**config.mk**
```make
export PLATFORM = sky130hd
export DESIGN_NAME = serial_frame_tx_flat
export DESIGN_NICKNAME = d
export VERILOG_FILES = /design/src/rtl/serial_frame_tx_pkg.sv /design/src/rtl/serial_frame_tx_if.sv /design/src/rtl/serial_frame_tx.sv /design/src/flat_wrapper.sv
export SDC_FILE = /design/constraint.sdc
export NUM_CORES = 1
export LEC_CHECK = 0
export ABC_AREA = 1
export ABC_CLOCK_PERIOD_IN_PS = 1900
export BUFFER_PORTS_ARGS = -buffer_cell sky130_fd_sc_hd__buf_2
export CORE_MARGIN = 2
export CORE_UTILIZATION = 53
export CTS_CLUSTER_SIZE = 25
export DETAILED_ROUTE_END_ITERATION = 10
export PLACE_DENSITY = 0.76
export SLEW_MARGIN = 15
export SYNTH_ARGS = -nofsm -noshare
export SYNTH_HDL_FRONTEND = slang
export SYNTH_SLANG_ARGS = --single-unit
```
**constraint.sdc**
```tcl
create_clock -name clk -period 1.9 [get_ports clk]
set_clock_uncertainty 0.05 [all_clocks]
set_input_delay 0.095 -clock clk [delete_from_list [all_inputs] [get_ports clk]]
set_output_delay 0.095 -clock clk [all_outputs]
set_load 0.05 [all_outputs]
```
**src/rtl/serial_frame_tx_pkg.sv**
```systemverilog
// Shared definitions for the 1-bit serial link: transmitter state encoding and the
// default sync pattern that also parameterises the receive-side 110 detector.
package serial_frame_tx_pkg;

  typedef enum logic [1:0] {
    IDLE = 2'd0,
    SYNC = 2'd1,
    DATA = 2'd2,
    GAP  = 2'd3
  } tx_state_e;

  localparam int                        SYNC_W_DEFAULT   = 3;
  localparam logic [SYNC_W_DEFAULT-1:0] SYNC_PAT_DEFAULT = 3'b110;

  function automatic int max3(input int a, input int b, input int c);
    int m;
    m = (a > b) ? a : b;
    return (m > c) ? m : c;
  endfunction

endpackage

```
**src/rtl/serial_frame_tx_if.sv**
```systemverilog
// Payload valid/ready handshake between an upstream producer and the serial transmitter.
interface serial_frame_tx_if #(
  parameter int PAYLOAD_W = 8
);
  logic                 in_valid;
  logic [PAYLOAD_W-1:0] in_data;
  logic                 in_ready;

  modport master (output in_valid, output in_data, input in_ready);
  modport slave  (input in_valid, input in_data, output in_ready);
endinterface

```
**src/rtl/serial_frame_tx.sv**
```systemverilog
// Framed serial transmitter: sync pattern, MSB-first payload, then idle gap bits.
// Every output is registered from the next-state values, so the line changes on the accept edge.
module serial_frame_tx
  import serial_frame_tx_pkg::*;
#(
  parameter int                PAYLOAD_W  = 8,
  parameter int                SYNC_W     = SYNC_W_DEFAULT,
  parameter logic [SYNC_W-1:0] SYNC_PAT   = SYNC_PAT_DEFAULT,
  parameter int                GAP_CYCLES = 2
) (
  input  logic                    clk,
  input  logic                    rst,
  serial_frame_tx_if.slave        payload,
  output logic                    out_bit,
  output logic                    out_en,
  output logic                    frame_done,
  output logic                    busy
);

  localparam int CNT_MAX = max3(SYNC_W, PAYLOAD_W, GAP_CYCLES);
  localparam int CNT_W   = $clog2(CNT_MAX + 1);

  localparam logic [CNT_W-1:0] SYNC_LAST = CNT_W'(SYNC_W - 1);
  localparam logic [CNT_W-1:0] DATA_LAST = CNT_W'(PAYLOAD_W - 1);
  localparam logic [CNT_W-1:0] GAP_LAST  = CNT_W'(GAP_CYCLES - 1);
  localparam logic [CNT_W-1:0] CNT_ONE   = CNT_W'(1);

  tx_state_e            state_reg,      state_next;
  logic [CNT_W-1:0]     cnt_reg,        cnt_next;
  logic [PAYLOAD_W-1:0] shift_reg,      shift_next;
  logic                 out_bit_reg,    out_bit_next;
  logic                 out_en_reg,     out_en_next;
  logic                 frame_done_reg, frame_done_next;
  logic                 busy_reg,       busy_next;
  logic                 in_ready_reg,   in_ready_next;
  logic [SYNC_W-1:0]    sync_word;

  always_ff @(posedge clk) begin
    if (!rst) begin
      state_reg      <= IDLE;
      cnt_reg        <= '0;
      shift_reg      <= '0;
      out_bit_reg    <= 1'b0;
      out_en_reg     <= 1'b0;
      frame_done_reg <= 1'b0;
      busy_reg       <= 1'b0;
      in_ready_reg   <= 1'b0;
    end else begin
      state_reg      <= state_next;
      cnt_reg        <= cnt_next;
      shift_reg      <= shift_next;
      out_bit_reg    <= out_bit_next;
      out_en_reg     <= out_en_next;
      frame_done_reg <= frame_done_next;
      busy_reg       <= busy_next;
      in_ready_reg   <= in_ready_next;
    end
  end

  always_comb begin
    state_next      = state_reg;
    cnt_next        = cnt_reg;
    shift_next      = shift_reg;
    sync_word       = '0;
    out_bit_next    = 1'b0;
    out_en_next     = 1'b0;
    frame_done_next = 1'b0;
    busy_next       = 1'b0;
    in_ready_next   = 1'b0;

    case (state_reg)
      IDLE: begin
        if (payload.in_valid && in_ready_reg) begin
          state_next = SYNC;
          cnt_next   = '0;
          shift_next = payload.in_data;
        end
      end
      SYNC: begin
        if (cnt_reg == SYNC_LAST) begin
          state_next = DATA;
          cnt_next   = '0;
        end else begin
          cnt_next = cnt_reg + CNT_ONE;
        end
      end
      DATA: begin
        // The payload MSB is always the bit on the line; shift only while staying in DATA.
        if (cnt_reg == DATA_LAST) begin
          state_next = GAP;
          cnt_next   = '0;
        end else begin
          cnt_next   = cnt_reg + CNT_ONE;
          shift_next = shift_reg << 1;
        end
      end
      GAP: begin
        if (cnt_reg == GAP_LAST) begin
          state_next = IDLE;
          cnt_next   = '0;
        end else begin
          cnt_next = cnt_reg + CNT_ONE;
        end
      end
      default: begin
        state_next = IDLE;
        cnt_next   = '0;
      end
    endcase

    sync_word       = SYNC_PAT << cnt_next;
    out_en_next     = (state_next == SYNC) || (state_next == DATA);
    busy_next       = (state_next != IDLE);
    in_ready_next   = (state_next == IDLE);
    frame_done_next = (state_next == DATA) && (cnt_next == DATA_LAST);
    if (state_next == SYNC) begin
      out_bit_next = sync_word[SYNC_W-1];
    end else if (state_next == DATA) begin
      out_bit_next = shift_next[PAYLOAD_W-1];
    end
  end

  assign out_bit          = out_bit_reg;
  assign out_en           = out_en_reg;
  assign frame_done       = frame_done_reg;
  assign busy             = busy_reg;
  assign payload.in_ready = in_ready_reg;

endmodule

```
**src/flat_wrapper.sv**
```systemverilog
// flat-port wrapper written by rule: the top's interface ports become plain ports
module serial_frame_tx_flat import serial_frame_tx_pkg::*;
#(
  parameter int                PAYLOAD_W  = 8,
  parameter int                SYNC_W     = SYNC_W_DEFAULT,
  parameter logic [SYNC_W-1:0] SYNC_PAT   = SYNC_PAT_DEFAULT,
  parameter int                GAP_CYCLES = 2
)
  (clk, rst, out_bit, out_en, frame_done, busy, payload_in_valid, payload_in_data, payload_in_ready);
  serial_frame_tx_if #(.PAYLOAD_W(PAYLOAD_W)) payload_i ();
  input  logic clk;
  input  logic rst;
  output logic out_bit;
  output logic out_en;
  output logic frame_done;
  output logic busy;
  input wire logic [$bits(payload_i.in_valid)-1:0] payload_in_valid;
  input wire logic [$bits(payload_i.in_data)-1:0] payload_in_data;
  output wire logic [$bits(payload_i.in_ready)-1:0] payload_in_ready;
  assign payload_i.in_valid = payload_in_valid;
  assign payload_i.in_data = payload_in_data;
  assign payload_in_ready = payload_i.in_ready;
  serial_frame_tx #(.PAYLOAD_W(PAYLOAD_W), .SYNC_W(SYNC_W), .SYNC_PAT(SYNC_PAT), .GAP_CYCLES(GAP_CYCLES)) u_core (.clk(clk), .rst(rst), .payload(payload_i), .out_bit(out_bit), .out_en(out_en), .frame_done(frame_done), .busy(busy));
endmodule
```
## Word level (Yosys, flattened, before mapping)

Cells that the tools add are included.

| cells by class | value |
|---|---|
| add/subtract/negate cells | 1 |
| equal/unequal tests | 11 |
| shifts and indexed selects | 1 |
| muxes and demuxes | 15 |
| reductions and logical operators | 8 |

Operators with widths:

| operator | count |
|---|---|
| $mux 4 | 4 |
| $mux 8 | 2 |
| $pmux 4 s4 | 1 |
| $pmux 8 s2 | 1 |
| $eq 4x3->1 const B | 2 |
| $mux 2 | 4 |
| $pmux 2 s4 | 1 |
| $eq 2x2->1 const B | 3 |
| $add 4x1->4 const B | 1 |
| $eq 2x1->1 const B | 2 |
| $eq 4x1->1 const B | 1 |
| $eq 4x2->1 const B | 1 |
| $logic_not 2->1 | 2 |
| $reduce_bool 2->1 | 2 |
| $shl 3x4->3 const A | 1 |
| $reduce_and 3->1 | 1 |
| $logic_and 1x1->1 | 2 |
| $mux 1 | 2 |
| $ne 2x1->1 const B | 1 |
| $ne 2x2->1 const B | 1 |
| $logic_or 1x1->1 | 1 |

| storage, ports and cells | value |
|---|---|
| register bits after elaboration | 19 |
| bits of input ports | 11 |
| output and inout port bits | 5 |
| logic and storage cells | 45 |

## Logic depth before layout (Yosys ltp)

Gate-level depths: netlist of run 1.

| logic depth | value |
|---|---|
| depth in word-level cells | 6 |
| mapped depth | 13 |
| depth with buffers taken out | 13 |

## Least setup slack after synthesis of run 1

No wires, ideal clock.

| timing | value |
|---|---|
| path type | register to register |
| start | reg u_core.in_ready_reg (netlist: u_core.payload.in_ready) |
| end | reg u_core.out_bit_reg (netlist: u_core.out_bit) |
| setup time | 0.113 ns |
| arrival time | 1.401 ns |
| required time | 1.737 ns |
| path slack | 0.336 ns |
| cell stages (with the launch flop) | 9 |
| path buffers | 0 |
| clock period less this slack | 1.564 ns |
| cells stage by stage | dfxtp_1 nand3_1 nand3_1 inv_1 ha_1 inv_1 nor2_1 nand3_1 nand2_1 |

| between the ends | value |
|---|---|
| cells in the longest elaborated chain, start to end | 6 |
| elaborated cells between the ends (all ways) | 12 |
| classes of those cells | eq/ne (2); shift (1); mux (8); reduce/logical (1) |

Ends and longest elaborated chain:

| item | RTL line | RTL |
|---|---|---|
| start, declared | serial_frame_tx.sv:35 | `logic in_ready_reg, in_ready_next;` |
| start signal, assigned | serial_frame_tx.sv:56 | `in_ready_reg <= in_ready_next;` |
| $logic_and 1x1->1 * | serial_frame_tx.sv:73 | `if (payload.in_valid && in_ready_reg) begin` |
| $mux 2 * | serial_frame_tx.sv:73 |  |
| $pmux 2 s4 * | serial_frame_tx.sv:71 | `case (state_reg)` |
| named net u_core.state_next[0] | serial_frame_tx.sv:28 | `tx_state_e state_reg, state_next;` |
| $eq 2x2->1 | serial_frame_tx.sv:118 | `end else if (state_next == DATA) begin` |
| $mux 1 | serial_frame_tx.sv:118 |  |
| $mux 1 * | serial_frame_tx.sv:116 | `if (state_next == SYNC) begin` |
| end signal, assigned | serial_frame_tx.sv:52 | `out_bit_reg <= out_bit_next;` |
| end, declared | serial_frame_tx.sv:31 | `logic out_bit_reg, out_bit_next;` |

The timed path passes the listed nets; every way through them passes the cells marked *. The select of a mux whose other input is x is not followed.
A chain may end at the register's enable or synchronous reset.

## Worst setup path after layout of run 1

| timing | value |
|---|---|
| start | reg u_core.cnt_reg[0] |
| end | reg u_core.out_bit_reg (netlist: u_core.out_bit) |

| between the ends | value |
|---|---|
| cells in the longest elaborated chain, start to end | 6 |
| elaborated cells between the ends (all ways) | 20 |
| classes of those cells | add/sub (1); eq/ne (5); shift (1); mux (13) |

Ends and longest elaborated chain:

| item | RTL line | RTL |
|---|---|---|
| start, declared | serial_frame_tx.sv:29 | `logic [CNT_W-1:0] cnt_reg, cnt_next;` |
| start signal, assigned | serial_frame_tx.sv:50 | `cnt_reg <= cnt_next;` |
| branches (longest 5 deep; another with $add 4x1->4) | -- |  |
| $mux 1 * | serial_frame_tx.sv:116 |  |

Mark *: on every way between the ends. The select of a mux whose other input is x is not followed.

==> impl_metrics.ini, run 1 <==
[outcome]
status = finished clean

[route]
post-route-drc-count = 0
top_layer_used = met4
viasPerCell = 4.66
via_count = 839
wl_met2_um = 874
first_pass_iters = 4
wl_met3_um = 46
drtIter0Drc = 23
wire_per_inst_um = 9.86
wl_met1_um = 809
drt-total-wl_um = 1770
ant_nets = 0

[sta]
rsz0062_at_grt = no
layout_min_cycle_time_ns = 1.73
relSlewSlack_pct = 68.6
fin_crit_sh_pct = 91.2
drv_slew = 0
max_freq_mhz = 577
setup_viol = 0
tns_ns = 0
worst-slew-pin-transition_ns = 0.470
finalHoldViolations = 0

[worst_setup_path]
timing.rr.start = u_core.cnt_reg[0]
worstSetupStartpointType = flip-flop
path_max_fanout = 5
crit_path_start = u_core.cnt_reg[0]
path_class = reg2reg
end_kind = flip-flop
cp_data_arrival_time_ns = 1.94
worst_ep_required_time_ns = 2.11

[yosys]
yosys-top-cells-count = 44 x nand2_1, 20 x inv_1, 19 x dfxtp_1
synth-seq-cells = 19
syn_area_um2 = 961
seq_area_frac_synth_pct = 39.6
ys_top_cells_by_area = dfxtp_1 40%, nand2_1 17%, ha_1 7.8%, inv_1 7.8%, nor2_1 4.7%
synth_top_cell_area_share_pct = 39.6
async_reset_ff_share_pct = 0
synth_cell_type_count = 21
yosys_warnings = 0
synthCells = 135
synth-edff-count = 0
synthFlopType = dfxtp_1
synth_area_leader_cell = dfxtp_1
yosysMostFrequentCell = nand2_1
syn_area_per_cell_um2 = 7.12
syn_nets = 152

[power_and_ir_drop]
p_leak_nw = 0.564
vdd_drop_max_v = 0.000779
p_total_mw = 1.23
power.density_mw_per_mm2 = 1110

[clock_tree]
clockRootBuffer = clkbuf_4
cts.sinks = 19
cts-resized-gates = 0
cts_buffers = 3
clock_latency_ns = 0.30
cts_tree = built
h-tree-depth = 1
post_cts_buffers = 0
clkTransAtPathRegs_ns = 0.10
clk_path_buf_depth = 2

[cells_and_area]
final_nets = 173
syn_to_final_growth_pct = 15.5
multiInputGateArea_um2 = 498
register_area_um2 = 380
drive_above_1_share_pct = 18.7
nFillCells = 162
largest_register_ffs = 8
insertedDiodeCount = 0

[floorplanning]
dieArea_mm2 = 0.00217
io_pins = 16
die_width_um = 46.6
core_mm2 = 0.00171
fp.dieH_um = 46.6
core.rowCount = 15
initial_core_util_pct = 56.3

[global_routing]
grt_pass1_wl_um = 3080
grt_pass1_vias = 815
grt_max_degree = 16
overflow = 0
gr-usage-all-layers_pct = 20.1
antenna_found_initial = 0

[place]
place.gp.congestion = 0.831
io_buffers = 15
dpl.hpwl_um = 1380

[hold_path]
holdCritPathClass = in2reg
min-delay-start = rst

[run]
cap_viol_max_count = 0
-- through the flow --
step                util, %  cell area [um^2]  hold slack, ns  cells  setup slack, ns
CTS                    65.0              1110        0.000299    180            0.158
floorplan                 -               961           0.143    135            0.336
detailed placement     62.3              1060           0.306    174            0.175
global placement       62.3              1060           0.304    174            0.219
global route           65.0              1110          0.0239    180           0.0382
finish                 65.0              1110        0.000392    180            0.166
-- cells by family (layout without fill, tap and decap cells) --
| logic type | Yosys count | count (layout) | share of synthesized area, % |
|---|---|---|---|
| xor+xnor | 2 | 2 | 1.82 |
| compound gates | 14 | 14 | 10.0 |
| buf+inv | 22 | 42 | 8.59 |
| simple gates | 72 | 72 | 32.2 |
| fa+ha+maj | 6 | 6 | 7.81 |
| flops | 19 | 19 | 39.6 |
-- power breakdown --
part           switching [mW]  internal (mW)  leakage [nW]
logic                   0.361          0.156         0.395
clock network           0.121         0.0820        0.0150
registers              0.0428          0.471         0.155
total                   0.525          0.709         0.564
-- timing repair --
| action | in CTS | in global routing |
|---|---|---|
| hold buffers | 2 | 0 |
| setup endpoints to repair | 0 | 0 |
| endpoints found under the hold margin | 2 | 0 |
-- metal layers --
layer | global-route usage [%] | vias to the layer above
met4 | 11.4 | 0
met5 | 0 | -
met2 | 35.8 | 13
li1 | - | 459
met3 | 2.75 | 5
met1 | 22.5 | 362
-- critical path: stages (launching register included) --
cell and delay, ns:
dfxtp_1 0.41, inv_1 0.10, ha_1 0.23, nand2_1 0.08, nand2_2 0.08, o211ai_1 0.19
ha_1 0.26, nand2_1 0.06, nor2_1 0.10, nand3_1 0.07, nand2_1 0.05
-- path summary, 6_finish.rpt --
path              cells after the start                       to  slack, ns
setup / recovery                     10           u_core.out_bit       0.17
hold / removal                        3  u_core.payload.in_ready     0.0004
setup reg to reg                     10           u_core.out_bit       0.17
hold reg to reg                       2      u_core.shift_reg[0]       0.42
-- placed cells by master, fill, tap and decap left out, drive strengths merged --
master	instances
nand2	48
inv	21
dfxtp	19
buf	15
nor2	14
nand3	9
a31oi	6
ha	6
clkbuf	4
a21oi	3
o211ai	2
xor2	2
dlygate4sd3	2
o21ai	2
a21boi	1
and2	1
-- final cells by class --
cell class / count / area share, %
clock buffers: 4 / 2.37
inverters: 21 / 7.10
multi-input cells: 94 / 44.9
flip-flops and latches: 19 / 34.3
well taps: 25 / 2.82
repair buffers: 17 / 8.57
Note: power is estimated with default switching activity, not from simulation.
==> run 2, diff against run 1 <==
--- a/config.mk
+++ b/config.mk
@@ -6,13 +6,13 @@
 export NUM_CORES = 1
 export LEC_CHECK = 0
 export ABC_AREA = 1
-export ABC_CLOCK_PERIOD_IN_PS = 1900
+export ABC_CLOCK_PERIOD_IN_PS = 2080
 export BUFFER_PORTS_ARGS = -buffer_cell sky130_fd_sc_hd__buf_2
 export CORE_MARGIN = 2
-export CORE_UTILIZATION = 53
+export CORE_UTILIZATION = 57
 export CTS_CLUSTER_SIZE = 25
 export DETAILED_ROUTE_END_ITERATION = 10
-export PLACE_DENSITY = 0.76
+export PLACE_DENSITY = 0.81
 export SLEW_MARGIN = 15
 export SYNTH_ARGS = -nofsm -noshare
 export SYNTH_HDL_FRONTEND = slang
==> constraint.sdc (replaced) <==
create_clock -name clk -period 2.08 [get_ports clk]
set_clock_uncertainty 0.05 [all_clocks]
set_input_delay 0.104 -clock clk [delete_from_list [all_inputs] [get_ports clk]]
set_output_delay 0.104 -clock clk [all_outputs]
set_load 0.05 [all_outputs]
==> run 2 against run 1 <==
Compared with the run above:
- final area fell by 0.90%
- die area down 6.4%
- clock power is 8% lower
- critical path type unchanged
==> impl_metrics.ini, run 2 (same netlist as run 1, synthesis figures left out) <==
[outcome]
status = finished clean

[sta]
setup_viol = 0
final.setup.worst_slack_ns = 0.374
max_freq_mhz = 586
fin_crit_sh_pct = 82.0
tns_ns = 0
layout_min_cycle_time_ns = 1.71
worst-slew-pin-transition_ns = 0.467
hold_ws_ns = 0.0126
relSlewSlack_pct = 68.8
rsz0062_at_grt = no
drv_slew = 0
finalHoldViolations = 0

[power_and_ir_drop]
p_leak_nw = 0.567
vdd_drop_max_v = 0.000759
power.density_mw_per_mm2 = 1020
p_total_mw = 1.12

[floorplanning]
core.rowCount = 14
core_mm2 = 0.00154
io_pins = 16
fp.dieH_um = 45.1
dieArea_mm2 = 0.00203
initial_core_util_pct = 62.3
die_width_um = 45.1

[worst_setup_path]
path_class = reg2reg
cp_data_arrival_time_ns = 1.87
path_max_fanout = 5
worst_ep_required_time_ns = 2.24
end_kind = flip-flop
worstSetupStartpointType = flip-flop

[global_routing]
met1_usage_pct = 22.9
met3_usage_pct = 2.40
grt_pass1_vias = 735
overflow = 0
top_usage_layer = met2
gr-usage-all-layers_pct = 20.2
grt_pass1_wl_um = 2930
grt_max_degree = 16
antenna_found_initial = 0
grt_util_met2_pct = 36.6

[clock_tree]
clock_latency_ns = 0.30
h-tree-depth = 1
cts.sinks = 19
clockRootBuffer = clkbuf_4
cts-resized-gates = 0
clk_path_buf_depth = 2
cts_tree = built
cts_hold_buf = 2
clkTransAtPathRegs_ns = 0.10
cts_buffers = 3
post_cts_buffers = 0

[route]
drtIter0Drc = 11
first_pass_iters = 4
drt-total-wl_um = 1770
ant_nets = 0
post-route-drc-count = 0
via_count = 837
viasPerCell = 4.89
wire_per_inst_um = 10.4

[cells_and_area]
syn_to_final_growth_pct = 14.5
drive_above_1_share_pct = 19.4
final_util_pct = 71.3
final_common_cell = nand2_1
largest_register_ffs = 8
insertedDiodeCount = 0
layout_common_cells = 44 x nand2_1, 20 x inv_1, 19 x dfxtp_1
final_nets = 173

[place]
place_worst_setup_slack_ns = 0.385
io_buffers = 15
dpl.hpwl_um = 1390
place.gp.congestion = 0.820

[hold_path]
holdCritPathClass = in2reg

[run]
cap_viol_max_count = 0
-- run 2: cell types whose count changed in the layout (fill, tap and decap cells not counted) --
cell,previous run,this run
clkbuf_1,1,0
clkinv_2,0,1
-- run 2: layout make-up --
| cell class | instances | area, um^2 |
|---|---|---|
| timing repair buffer | 17 | 95.1 |
| clock buffer | 3 | 22.5 |
| fill | 138 | 442 |
| clock inverter | 1 | 5.00 |
| multi-input combinational | 94 | 498 |
| inverter | 21 | 78.8 |
| tap | 16 | 20.0 |
| sequential | 19 | 380 |
-- run 2: worst max-delay path: stages, from the launching register on --
cell	delay, ns
dfxtp_1	0.39
inv_1	0.09
ha_1	0.21
nand2_1	0.08
nand2_2	0.08
o211ai_1	0.20
inv_1	0.08
ha_1	0.21
inv_1	0.06
nor2_1	0.04
nand3_1	0.07
nand2_1	0.05
-- run 2: worst paths after layout --
path	from	cells past startpoint	end	slack (ns)
max	u_core.cnt_reg[0]	11	u_core.out_bit	0.37
max reg2reg	u_core.cnt_reg[0]	11	u_core.out_bit	0.37
min	payload_in_data[3]	3	u_core.shift_reg[3]	0.01
min reg2reg	u_core.shift_reg[0]	2	u_core.shift_reg[0]	0.42
-- run 2: stage by stage --
| stage | instance area, um^2 | cells |
|---|---|---|
| 6_report | 1100 | 171 |
| 5_1_grt | 1100 | 171 |
| 4_1_cts | 1100 | 171 |
| 3_5_place_dp | 1050 | 165 |
| 3_3_place_gp | 1050 | 165 |
| 2_1_floorplan | 961 | 135 |
-- run 2: power breakdown --
part	switching [mW]	total, mW	internal, mW	leakage [nW]
logic	0.327	0.468	0.141	0.395
clock network	0.114	0.186	0.0719	0.0177
registers	0.0383	0.469	0.431	0.155
total	0.480	1.12	0.644	0.567
-- run 2: routing by layer --
layer  wire (um)  up-vias  share of wire, %
met1         791      361                45
met3          45        5               2.5
met5           0        -                 0
met2         894       11                50
li1            -      460                 -
met4          41        0               2.3
